File: src/rtl/kyber_pkg.sv
// rtl/kyber_pkg.sv - shared Kyber constants, inverse exponent and FSM state type
package kyber_pkg;

    localparam int WIDTH   = 12;
    localparam int PRIME   = 3329;
    localparam int MUL_LAT = 2;

    function automatic int popcount(input int v);
        int c;
        c = 0;
        for (int b = 0; b < 32; b++) begin
            c += int'(v[b]);
        end
        return c;
    endfunction

    // Fermat exponent: a^(q-2) == a^-1 mod q
    localparam int INV_EXP   = PRIME - 2;
    localparam int INV_EBITS = $clog2(INV_EXP + 1);
    localparam int INV_POP   = popcount(INV_EXP);

    typedef enum logic [1:0] {
        IDLE = 2'd0,
        SQR  = 2'd1,
        MUL  = 2'd2,
        DONE = 2'd3
    } inv_state_t;

endpackage

File: src/rtl/mult_mod.sv
// rtl/mult_mod.sv - pipelined Barrett modular multiplier, prod = a*b mod PRIME
// Ports: clk, rst_n (async active-low), a/b operands (< PRIME),
//        prod fully reduced product, valid MUL_LAT cycles after a/b.
module mult_mod #(
    parameter int WIDTH   = 12,
    parameter int PRIME   = 3329,
    parameter int MUL_LAT = 2
) (
    input  logic             clk,
    input  logic             rst_n,
    input  logic [WIDTH-1:0] a,
    input  logic [WIDTH-1:0] b,
    output logic [WIDTH-1:0] prod
);

    localparam int K = 2 * WIDTH;
    localparam longint unsigned MU_L = (64'd1 << K) / 64'(PRIME);
    localparam logic [WIDTH:0]   MU   = (WIDTH+1)'(MU_L);
    localparam logic [WIDTH:0]   Q_T  = (WIDTH+1)'(PRIME);
    localparam logic [WIDTH+1:0] Q_R  = (WIDTH+2)'(PRIME);

    logic [K-1:0]       p_q;
    logic [3*WIDTH:0]   pm;
    logic [WIDTH:0]     t;
    logic [K+WIDTH:0]   tq;
    logic [K-1:0]       rem;
    logic [WIDTH+1:0]   r0, r1, r2;
    logic [WIDTH-1:0]   red;
    logic               unused_bits;

    // stage 1: raw product
    always_ff @(posedge clk or negedge rst_n) begin
        if (!rst_n) begin
            p_q <= '0;
        end else begin
            p_q <= {{WIDTH{1'b0}}, a} * {{WIDTH{1'b0}}, b};
        end
    end

    // Barrett estimate undershoots the true quotient by at most 2,
    // so two conditional subtractions give a fully reduced result.
    always_comb begin
        pm  = {{(WIDTH+1){1'b0}}, p_q} * {{K{1'b0}}, MU};
        t   = pm[3*WIDTH:K];
        tq  = {{K{1'b0}}, t} * {{K{1'b0}}, Q_T};
        rem = p_q - tq[K-1:0];
        r0  = rem[WIDTH+1:0];
        r1  = (r0 >= Q_R) ? r0 - Q_R : r0;
        r2  = (r1 >= Q_R) ? r1 - Q_R : r1;
        red = r2[WIDTH-1:0];
    end

    assign unused_bits = ^{pm[K-1:0], tq[K+WIDTH:K], rem[K-1:WIDTH+2], r2[WIDTH+1:WIDTH]};

    generate
        if (MUL_LAT == 1) begin : g_lat1
            assign prod = red;
        end else begin : g_latn
            logic [WIDTH-1:0] dly [MUL_LAT-1];
            always_ff @(posedge clk or negedge rst_n) begin
                if (!rst_n) begin
                    for (int k = 0; k < MUL_LAT-1; k++) dly[k] <= '0;
                end else begin
                    dly[0] <= red;
                    for (int k = 1; k < MUL_LAT-1; k++) dly[k] <= dly[k-1];
                end
            end
            assign prod = dly[MUL_LAT-2];
        end
    endgenerate

endmodule

File: src/rtl/mod_inv.sv
// rtl/mod_inv.sv - modular inverse a^(PRIME-2) mod PRIME by square-and-multiply
// Ports: clk, rst_n (async active-low); in_valid/in_ready/in_a operand side;
//        out_valid/out_ready/out_inv/out_err result side (out_err=1 when a==0 mod PRIME).
module mod_inv #(
    parameter int WIDTH   = kyber_pkg::WIDTH,
    parameter int PRIME   = kyber_pkg::PRIME,
    parameter int MUL_LAT = kyber_pkg::MUL_LAT
) (
    input  logic             clk,
    input  logic             rst_n,
    input  logic             in_valid,
    output logic             in_ready,
    input  logic [WIDTH-1:0] in_a,
    output logic             out_valid,
    input  logic             out_ready,
    output logic [WIDTH-1:0] out_inv,
    output logic             out_err
);
    import kyber_pkg::*;

    localparam int EXP   = PRIME - 2;
    localparam int EBITS = $clog2(EXP + 1);
    localparam int IBITS = $clog2(EBITS);
    localparam int CBITS = $clog2(MUL_LAT + 1);
    localparam logic [EBITS-1:0] E     = EBITS'(EXP);
    localparam logic [WIDTH:0]   Q_EXT = (WIDTH+1)'(PRIME);

    inv_state_t       state, state_d;
    logic [WIDTH-1:0] r, a_r, prod, op_b, a_red;
    logic [WIDTH:0]   a_ext;
    logic [IBITS-1:0] i;
    logic [CBITS-1:0] cnt;
    logic             cap;

    // in_a < 2^WIDTH < 2*PRIME, so one subtraction reduces it
    assign a_ext = {1'b0, in_a};
    assign a_red = (a_ext >= Q_EXT) ? WIDTH'(a_ext - Q_EXT) : in_a;

    assign op_b = (state == MUL) ? a_r : r;

    mult_mod #(.WIDTH(WIDTH), .PRIME(PRIME), .MUL_LAT(MUL_LAT)) u_mult_mod (
        .clk   (clk),
        .rst_n (rst_n),
        .a     (r),
        .b     (op_b),
        .prod  (prod)
    );

    // r is held constant for the whole op, so the product present at
    // cnt==MUL_LAT belongs to this op regardless of what the pipe held before.
    assign cap = ((state == SQR) || (state == MUL)) && (cnt == CBITS'(MUL_LAT));

    always_ff @(posedge clk or negedge rst_n) begin
        if (!rst_n) state <= IDLE;
        else        state <= state_d;
    end

    always_comb begin
        state_d   = state;
        in_ready  = 1'b0;
        out_valid = 1'b0;
        case (state)
            IDLE: begin
                in_ready = 1'b1;
                if (in_valid) state_d = SQR;
            end
            SQR: begin
                if (cap) begin
                    if (E[i])        state_d = MUL;
                    else if (i == 0) state_d = DONE;
                end
            end
            MUL: begin
                if (cap) state_d = (i == 0) ? DONE : SQR;
            end
            DONE: begin
                out_valid = 1'b1;
                if (out_ready) state_d = IDLE;
            end
            default: state_d = IDLE;
        endcase
    end

    always_ff @(posedge clk or negedge rst_n) begin
        if (!rst_n) begin
            r       <= '0;
            a_r     <= '0;
            i       <= '0;
            cnt     <= '0;
            out_inv <= '0;
            out_err <= 1'b0;
        end else begin
            if (state == IDLE && in_valid) begin
                a_r <= a_red;
                r   <= a_red;
                i   <= IBITS'(EBITS - 2);
                cnt <= '0;
            end else if (state == SQR || state == MUL) begin
                if (cap) begin
                    r   <= prod;
                    cnt <= '0;
                    if (state_d == DONE) begin
                        out_inv <= prod;
                        out_err <= (a_r == '0);
                    end
                    // a square followed by a multiply keeps the same bit index
                    if (state == SQR && !E[i] && i != 0) i <= i - 1'b1;
                    if (state == MUL && i != 0)          i <= i - 1'b1;
                end else begin
                    cnt <= cnt + 1'b1;
                end
            end
        end
    end

endmodule
File: config.mk
export PLATFORM = sky130hd
export DESIGN_NAME = mod_inv
export DESIGN_NICKNAME = d
export VERILOG_FILES = /design/src/rtl/kyber_pkg.sv /design/src/rtl/mult_mod.sv /design/src/rtl/mod_inv.sv
export SDC_FILE = /design/constraint.sdc
export NUM_CORES = 1
export LEC_CHECK = 0
export BUFFER_PORTS_ARGS = -buffer_cell sky130_fd_sc_hd__buf_4
export CORE_AREA = 5 5 167 169
export CTS_CLUSTER_SIZE = 12
export DETAILED_ROUTE_END_ITERATION = 7
export DIE_AREA = 0 0 172 174
export GPL_TIMING_DRIVEN = 1
export PLACE_DENSITY = 0.84
export SLEW_MARGIN = 20
export SYNTH_ARGS = -nofsm -noshare
export SYNTH_HDL_FRONTEND = slang
export SYNTH_HIERARCHICAL = 1
export SYNTH_SLANG_ARGS = --single-unit
File: constraint.sdc
create_clock -name clk -period 10.5 [get_ports clk]
set_input_delay 1.05 -clock clk [delete_from_list [all_inputs] [get_ports clk]]
set_output_delay 1.05 -clock clk [all_outputs]
set_load 0.01 [all_outputs]
==> flow_summary.json, run 1 <==
{
  "status": "finished with violations",
  "violations": "negative setup slack",
  "cts_root_buf": "clkbuf_16",
  "first_pass_iters": 6,
  "finalSetupViolCount": 12,
  "syn_nets": 2108,
  "area_growth_pct": 17.0,
  "min_period_ns": 11.06,
  "path_delay_family": "adder cells",
  "first_global_vias": 13712,
  "crit_slowest_cell": "fa_1",
  "min-delay-path-class": "flip-flop to flip-flop",
  "fillers": 1812,
  "ant_nets": 0,
  "io_buffers": 30,
  "multi_input_comb_area_mm2": 0.0125,
  "gr-total-overflow": 0,
  "ff_latch_area_mm2": 0.00204,
  "clk_pin_slew_ns": 0.07,
  "rsz0062_at_grt": "yes",
  "hold_buffers": 0,
  "worstPathMaxFanout": 5,
  "cts_buffer_depth": 2,
  "cap_violations": 0,
  "critPathBufInv": 5,
  "final_cell_mix": "331 x inv_1, 225 x fa_1, 220 x ha_1",
  "synthFlopType": "dfrtp_1",
  "critical_path.endpoint_type": "flip-flop",
  "io_pins": 31,
  "fin_skew_ns": 0.00623,
  "antenna_found_initial": 0,
  "fmax_mhz": 90.4,
  "ys_ff_latch": 81,
  "fin_crit_sh_pct": 105,
  "crit_arrival_ns": 11.31,
  "tns_ns": -4.79,
  "yosysTopAreaCell": "fa_1",
  "seq_area_frac_synth_pct": 13.1,
  "drc": 0,
  "drive_gt1_share_pct": 19.9,
  "cp_data_required_time_ns": 10.74,
  "core_area_mm2": 0.0264,
  "cts_tree": "yes",
  "yosys_warnings": 6,
  "hpwl_mm": 31.1,
  "tightestPinTransition_ns": 0.831,
  "gp_congestion": 0.939,
  "critPathLaunchType": "flip-flop",
  "die-height_um": 174,
  "clkLatencyLatePin_ns": 0.36,
  "diodes": 0,
  "final_nets": 2284,
  "ys_async_sr_fraction_pct": 100,
  "ys_top_cells_by_area": "fa_1 30%, ha_1 19%, dfrtp_1 13%",
  "finalMaxSlewViolations": 0,
  "dieArea_mm2": 0.0299,
  "synth_cell_types": 84,
  "grt_pass1_wl_mm": 66.9,
  "synth_top_area_share_pct": 30.4,
  "wl_mm": 41.5,
  "num_rows": 60,
  "grt_max_degree": 82,
  "cts_buffers": 9,
  "worstSetupPathType": "flip-flop to flip-flop",
  "syn_area_per_cell_um2": 9.54,
  "synth_edf_count": 0,
  "vias_per_cell": 5.80,
  "grt_usage_pct": 27.6,
  "drtIter0Drc": 759,
  "synthCells": 1622,
  "post_drt_wl_per_cell_um": 19.3,
  "synth_area_mm2": 0.0155,
  "setup_ws_ns": -0.563,
  "finalHoldViolCount": 0,
  "dr_total_vias": 12433,
  "h-tree-depth": 3,
  "initial_core_util_pct": 58.6,
  "slew_headroom_pct": 44.4,
  "die_w_um": 172,
  "cts.sinks": 81,
  "cp_slowest_stage_delay_ns": 0.55,
  "final_common_cell": "inv_1"
}
[repair_timing]
item | in CTS | in global routing
pin swaps | 60 | 57
endpoints found under the setup margin | 12 | 12
gates resized for setup | 51 | 59
gates cloned | 0 | 0
buffers inserted | 19 | 19
[layout make-up]
type	count	area share, %
multi-input cells	1163	68.9
flip-flops and latches	81	11.3
repair buffers	206	8.80
inverters	337	6.99
well taps	341	2.36
clock buffers	9	1.24
clock inverters	7	0.477
[cells by family (layout without fill, tap and decap cells)]
logic type | Yosys count | count (layout) | share of synthesized area, %
adder cells (fa/ha/maj) | 470 | 470 | 49.4
AND/OR/NAND/NOR | 383 | 383 | 12.3
buffers and inverters | 378 | 559 | 9.33
AO/OA/AOI/OAI | 195 | 195 | 8.50
flip-flops | 81 | 81 | 13.1
XOR/XNOR | 79 | 79 | 4.62
multiplexers | 36 | 36 | 2.80
[per-layer routing]
layer | vias to the layer above | global-route usage [%] | routed length, um
li1 | 5524 | - | -
met1 | 6172 | 34.0 | 16100
met2 | 558 | 47.9 | 21100
met3 | 179 | 3.62 | 2080
met4 | 0 | 12.8 | 2160
met5 | - | 0 | 0
[cells in the mapped netlist (all sizes together) (5+ instances only)]
master	number
dfrtp	81
o31ai	5
o21ai	43
a21o	11
ha	235
a21boi	13
a21oi	57
nand3	17
nor4	7
nor2b	6
o211ai	14
clkbuf	34
nor2	63
nand2b	8
a211oi	5
inv	337
buf	7
and2	47
fa	235
xor2	23
o21a	9
and3	19
nand2	173
mux2i	7
mux2	29
xnor2	55
nand4	5
nor3	15
[worst paths after layout]
check                                   start            endpoint  slack [ns]  cells after the start
setup / recovery           u_mult_mod/p_q[19]  u_mult_mod/prod[3]       -0.56                     44
setup reg to reg           u_mult_mod/p_q[19]  u_mult_mod/prod[3]       -0.56                     44
hold reg to reg                    out_inv[4]          out_inv[4]        0.52                      1
max in group asynchronous               rst_n  u_mult_mod/p_q[18]        9.20                      1
hold / removal                     out_inv[4]          out_inv[4]        0.52                      1
min in group asynchronous               rst_n                r[4]        0.72                      1
[flip-flops by register name, indices dropped and copies added, names as in the netlist]
signal and flops:
i 4, u_mult_mod/prod 12, out_inv 12, u_mult_mod/p_q 24
out_err 1, cnt 2, r 12, a_r 12
state 2
[through the flow]
stage	area (um2)	hold WS, ns	util, %	setup WS (ns)	std cells
after floorplan	15500	0.463	-	0.0298	1622
after global placement	17000	0.491	64.3	0.00110	2091
after detailed placement	17000	0.500	64.3	-0.570	2091
after CTS	17700	0.526	67.0	-0.218	2126
after global routing	18100	0.549	68.5	-0.877	2144
final	18100	0.521	68.5	-0.563	2144
Power of run 1 is left out: the tool's default activity adds up to more than one toggle a clock period on the data nets, which glitch-free logic cannot reach.
==> inputs of run 2 (changes only) <==
- CORE_AREA: 5 5 167 169 -> 5 5 198 143
- DIE_AREA: 0 0 172 174 -> 0 0 203 148
==> flow_summary.json, run 2 (synthesis results as in run 1) <==
{
  "final_cell_mix": "325 x inv_1, 220 x fa_1, 214 x ha_1",
  "post_drt_wl_per_cell_um": 19.1,
  "min-delay-path-class": "flip-flop to flip-flop",
  "final_nets": 2286,
  "drive_gt1_share_pct": 20.9,
  "clkLatencyLatePin_ns": 0.35,
  "finalMaxSlewViolations": 0,
  "crit_arrival_ns": 10.86,
  "vias_per_cell": 5.66,
  "violations": "negative setup slack",
  "slew_headroom_pct": 35.7,
  "finalSetupViolCount": 1,
  "placed_area_mm2": 0.0170,
  "rsz0062_at_grt": "yes",
  "cts_tree": "yes",
  "reg2reg_slack_ns": -0.13,
  "diodes": 0,
  "fin_crit_sh_pct": 101,
  "finalHoldViolCount": 0,
  "area_growth_pct": 17.8,
  "status": "finished with violations",
  "cp_data_required_time_ns": 10.73,
  "hold_buffers": 0,
  "cts_buffer_depth": 2,
  "tns_ns": -0.129,
  "holdWs_ns": 0.519,
  "gr-total-overflow": 0,
  "worstReg2RegStart": "u_mult_mod/p_q[11]",
  "antenna_found_initial": 0,
  "critPathLaunchType": "flip-flop",
  "worstPathMaxFanout": 5,
  "hold_path_depth": 1,
  "tightestPinTransition_ns": 0.940,
  "wl_mm": 40.9,
  "reg2reg_to": "u_mult_mod/prod[3]",
  "dieArea_mm2": 0.0300,
  "grt_max_degree": 82,
  "r2r_cells": 43,
  "fmax_mhz": 94.1,
  "critical_path.endpoint_type": "flip-flop",
  "fin_skew_ns": 0.0114,
  "first_global_vias": 12996,
  "die-height_um": 148,
  "final_common_cell": "inv_1",
  "cts.sinks": 81,
  "grt_pass1_wl_mm": 65.8,
  "dr_total_vias": 12127,
  "h-tree-depth": 3,
  "io_pins": 31,
  "stdcell_area_mm2": 0.0182,
  "initial_core_util_pct": 59.1,
  "min_period_ns": 10.63,
  "cts_buffers": 9,
  "largest_reg_flops": 24,
  "first_pass_iters": 5,
  "grt_usage_pct": 26.9,
  "hpwl_mm": 32.0,
  "drtIter0Drc": 1085,
  "holdPathEnd": "out_inv[2]",
  "setup_ws_ns": -0.129,
  "worstSetupPathType": "flip-flop to flip-flop",
  "crit_slowest_cell": "fa_2",
  "gp_congestion": 0.946,
  "core_area_mm2": 0.0262,
  "drc": 0,
  "cts_root_buf": "clkbuf_16",
  "hp-start": "out_inv[2]",
  "num_rows": 50,
  "cp_slowest_stage_delay_ns": 0.58,
  "die_w_um": 203,
  "io_buffers": 30,
  "ant_nets": 0,
  "largest_register": "u_mult_mod/p_q",
  "cap_violations": 0,
  "clk_pin_slew_ns": 0.07
}
[run 2: what timing repair did]
action                     CTS  global route
setup endpoints to repair   12            12
setup buffers               25            14
pin swaps                   95            64
resized for setup           77            59
[run 2: area by class of cell]
cell class | instances | area (um2)
flip-flops and latches | 81 | 2040
well taps | 338 | 423
multi-input cells | 1163 | 12600
inverters | 337 | 1260
fillers | 1817 | 7970
clock inverters | 7 | 71.3
repair buffers | 208 | 1630
clock buffers | 9 | 225
[run 2: critical path: cells and delay by family (launching register included)]
family	cells	cell delay [ns]
adders and majority gates	11	4.31
AOI/OAI and AO/OA	18	3.37
buffers and inverters	5	0.60
DFF	1	0.45
and+or+nand+nor	2	0.37
xor gates and xnor gates	7	1.41
[run 2: worst max path at each step]
stage,from,depth (start not counted),to
after floorplan,u_mult_mod/p_q[17],41,u_mult_mod/prod[3]
after global placement,u_mult_mod/p_q[17],40,u_mult_mod/prod[3]
after detailed placement,u_mult_mod/p_q[19],42,u_mult_mod/prod[3]
after CTS,u_mult_mod/p_q[11],42,u_mult_mod/prod[3]
after global routing,u_mult_mod/p_q[11],44,u_mult_mod/prod[3]
final,u_mult_mod/p_q[11],43,u_mult_mod/prod[3]
[run 2: per-layer routing]
layer  vias to the layer above  GRT usage [%]  wire length, um
li1                       5512              -                -
met1                      6073           38.1            17800
met2                       477           44.0            19400
met3                        65           5.57             3070
met4                         0           4.44              587
met5                         -              0                0
[run 2: metrics by stage]
step	std cells	utilization, %	setup slack (ns)
2_1_floorplan	1622	-	0.0298
3_3_place_gp	2092	64.9	-0.0786
3_5_place_dp	2092	64.9	-0.518
4_1_cts	2133	68.3	-0.0629
5_1_grt	2143	69.6	-0.487
6_report	2143	69.6	-0.129
Power of run 2 is left out for the same reason.
==> inputs of run 3 (changes only) <==
- CORE_AREA: 5 5 198 143 -> 5 5 207 149
- DIE_AREA: 0 0 203 148 -> 0 0 212 154
- PLACE_DENSITY: 0.84 -> 0.73
==> flow_summary.json, run 3 (synthesis results as in run 1) <==
{
  "status": "finished with violations",
  "violations": "negative setup slack",
  "min_period_ns": 10.54,
  "rsz0062_at_grt": "yes",
  "critPathLaunchType": "flip-flop",
  "hp-start": "u_mult_mod/prod[5]",
  "drtIter0Drc": 839,
  "crit_slowest_cell": "fa_2",
  "path_common_cell": "fa_1",
  "post_drt_wl_per_cell_um": 18.2,
  "critical_path.endpoint_type": "flip-flop",
  "first_pass_iters": 5,
  "hpwl_mm": 31.8,
  "multi_input_comb_area_mm2": 0.0125,
  "initial_core_util_pct": 54.2,
  "hold_path_depth": 1,
  "holdPathEnd": "out_inv[5]",
  "grt_usage_pct": 23.8,
  "worstReg2RegStart": "u_mult_mod/p_q[12]",
  "wl_mm": 39.7,
  "finalHoldViolCount": 0,
  "io_pins": 31,
  "fmax_mhz": 94.9,
  "largest_register": "u_mult_mod/p_q",
  "ff_latch_area_mm2": 0.00205,
  "stdcell_area_mm2": 0.0182,
  "drive_gt1_share_pct": 21.4,
  "area_growth_pct": 17.9,
  "fin_crit_sh_pct": 100,
  "core_area_mm2": 0.0286,
  "gp_congestion": 0.953,
  "fillers": 2214,
  "cts_buffer_depth": 2,
  "drc": 0,
  "reg2reg_slack_ns": -0.04,
  "die-height_um": 154,
  "final_cell_mix": "322 x inv_1, 219 x fa_1, 214 x ha_1",
  "clk_pin_slew_ns": 0.07,
  "worstSetupPathType": "flip-flop to flip-flop",
  "h-tree-depth": 3,
  "placed_area_mm2": 0.0171,
  "fin_skew_ns": 0.0140,
  "slew_headroom_pct": 43.0,
  "grt_pass1_wl_mm": 63.4,
  "dieArea_mm2": 0.0326,
  "gr-total-overflow": 0,
  "crit_arrival_ns": 10.78,
  "ant_nets": 0,
  "final_nets": 2287,
  "first_global_vias": 12526,
  "cts_tree": "yes",
  "diodes": 0,
  "worstPathMaxFanout": 5,
  "final_common_cell": "inv_1",
  "clkLatencyLatePin_ns": 0.36,
  "cts.sinks": 81,
  "tightestPinTransition_ns": 0.851,
  "num_rows": 52,
  "die_w_um": 212,
  "io_buffers": 30,
  "cp_data_required_time_ns": 10.74,
  "finalSetupViolCount": 4,
  "setup_ws_ns": -0.0429,
  "grt_max_degree": 82,
  "vias_per_cell": 5.48,
  "largest_reg_flops": 24,
  "cts_root_buf": "clkbuf_16",
  "dr_total_vias": 11973,
  "antenna_found_initial": 0,
  "cts_buffers": 9,
  "hold_buffers": 0,
  "reg2reg_to": "u_mult_mod/prod[3]",
  "cp_slowest_stage_delay_ns": 0.60,
  "finalMaxSlewViolations": 0,
  "r2r_cells": 40,
  "min-delay-path-class": "flip-flop to flip-flop",
  "cap_violations": 0
}
==> run 3: cell types whose count changed in the layout (fill, tap and decap cells not counted), sizes merged <==
cell,before,now
clkinvlp,2,1
bufinv,0,1
buf,208,209
==> run 3: repair_timing <==
| action | 4_1_cts | 5_1_grt |
|---|---|---|
| gates cloned | 0 | 0 |
| buffers inserted | 8 | 27 |
| pin swaps | 33 | 117 |
| hold endpoints to repair | 0 | 0 |
| setup endpoints to repair | 12 | 12 |
| gates resized for setup | 54 | 83 |
==> run 3: metal layers <==
metal  part of all wire (%)  routed length (um)  vias to the layer above  GRT usage (%)
met4                    1.3                 532                        0           3.99
met5                      0                   0                        -              0
met3                    7.6                3020                       54           6.05
met2                     45               18000                      394           36.0
li1                       -                   -                     5515              -
met1                     46               18100                     6010           35.2
==> run 3: layout make-up <==
type	instances	share of cell area (%)
Timing Repair Buffer	209	8.87
Inverter	337	6.93
Tap cell	378	2.59
Sequential cell	81	11.2
Clock buffer	9	1.23
Clock inverter	7	0.466
Multi-Input combinational cell	1163	68.7
==> run 3: worst max-delay path: cells and delay by family (launching register included) <==
kind | cells | cell delay, ns
AND/OR/NAND/NOR | 3 | 0.53
buffers and inverters | 4 | 0.46
AO/OA/AOI/OAI | 17 | 3.46
adder cells (fa/ha/maj) | 10 | 4.25
XOR/XNOR | 6 | 1.24
flip-flops | 1 | 0.47
==> run 3: worst max-delay path by stage <==
stage	startpoint	depth (start not counted)	endpoint	slack, ns
2_1_floorplan	u_mult_mod/p_q[17]	41	u_mult_mod/prod[3]	0.03
3_3_place_gp	u_mult_mod/p_q[19]	42	u_mult_mod/prod[3]	-0.07
3_5_place_dp	u_mult_mod/p_q[19]	43	u_mult_mod/prod[3]	-0.36
4_1_cts	u_mult_mod/p_q[17]	43	u_mult_mod/prod[3]	0.0008
5_1_grt	u_mult_mod/p_q[12]	43	u_mult_mod/prod[3]	-0.35
6_report	u_mult_mod/p_q[12]	40	u_mult_mod/prod[3]	-0.04
==> run 3: stage by stage <==
step	std cells	worst slack [ns]	hold slack [ns]	TNS, ns	util (%)
global placement	2133	-0.0699	0.490	-0.0699	59.8
global route	2184	-0.355	0.534	-2.49	63.9
floorplan	1622	0.0298	0.463	0	-
finish	2184	-0.0429	0.521	-0.0505	63.9
CTS	2157	0.000780	0.517	0	61.9
detailed placement	2133	-0.364	0.497	-1.25	59.8
Power of run 3 is left out for the same reason.
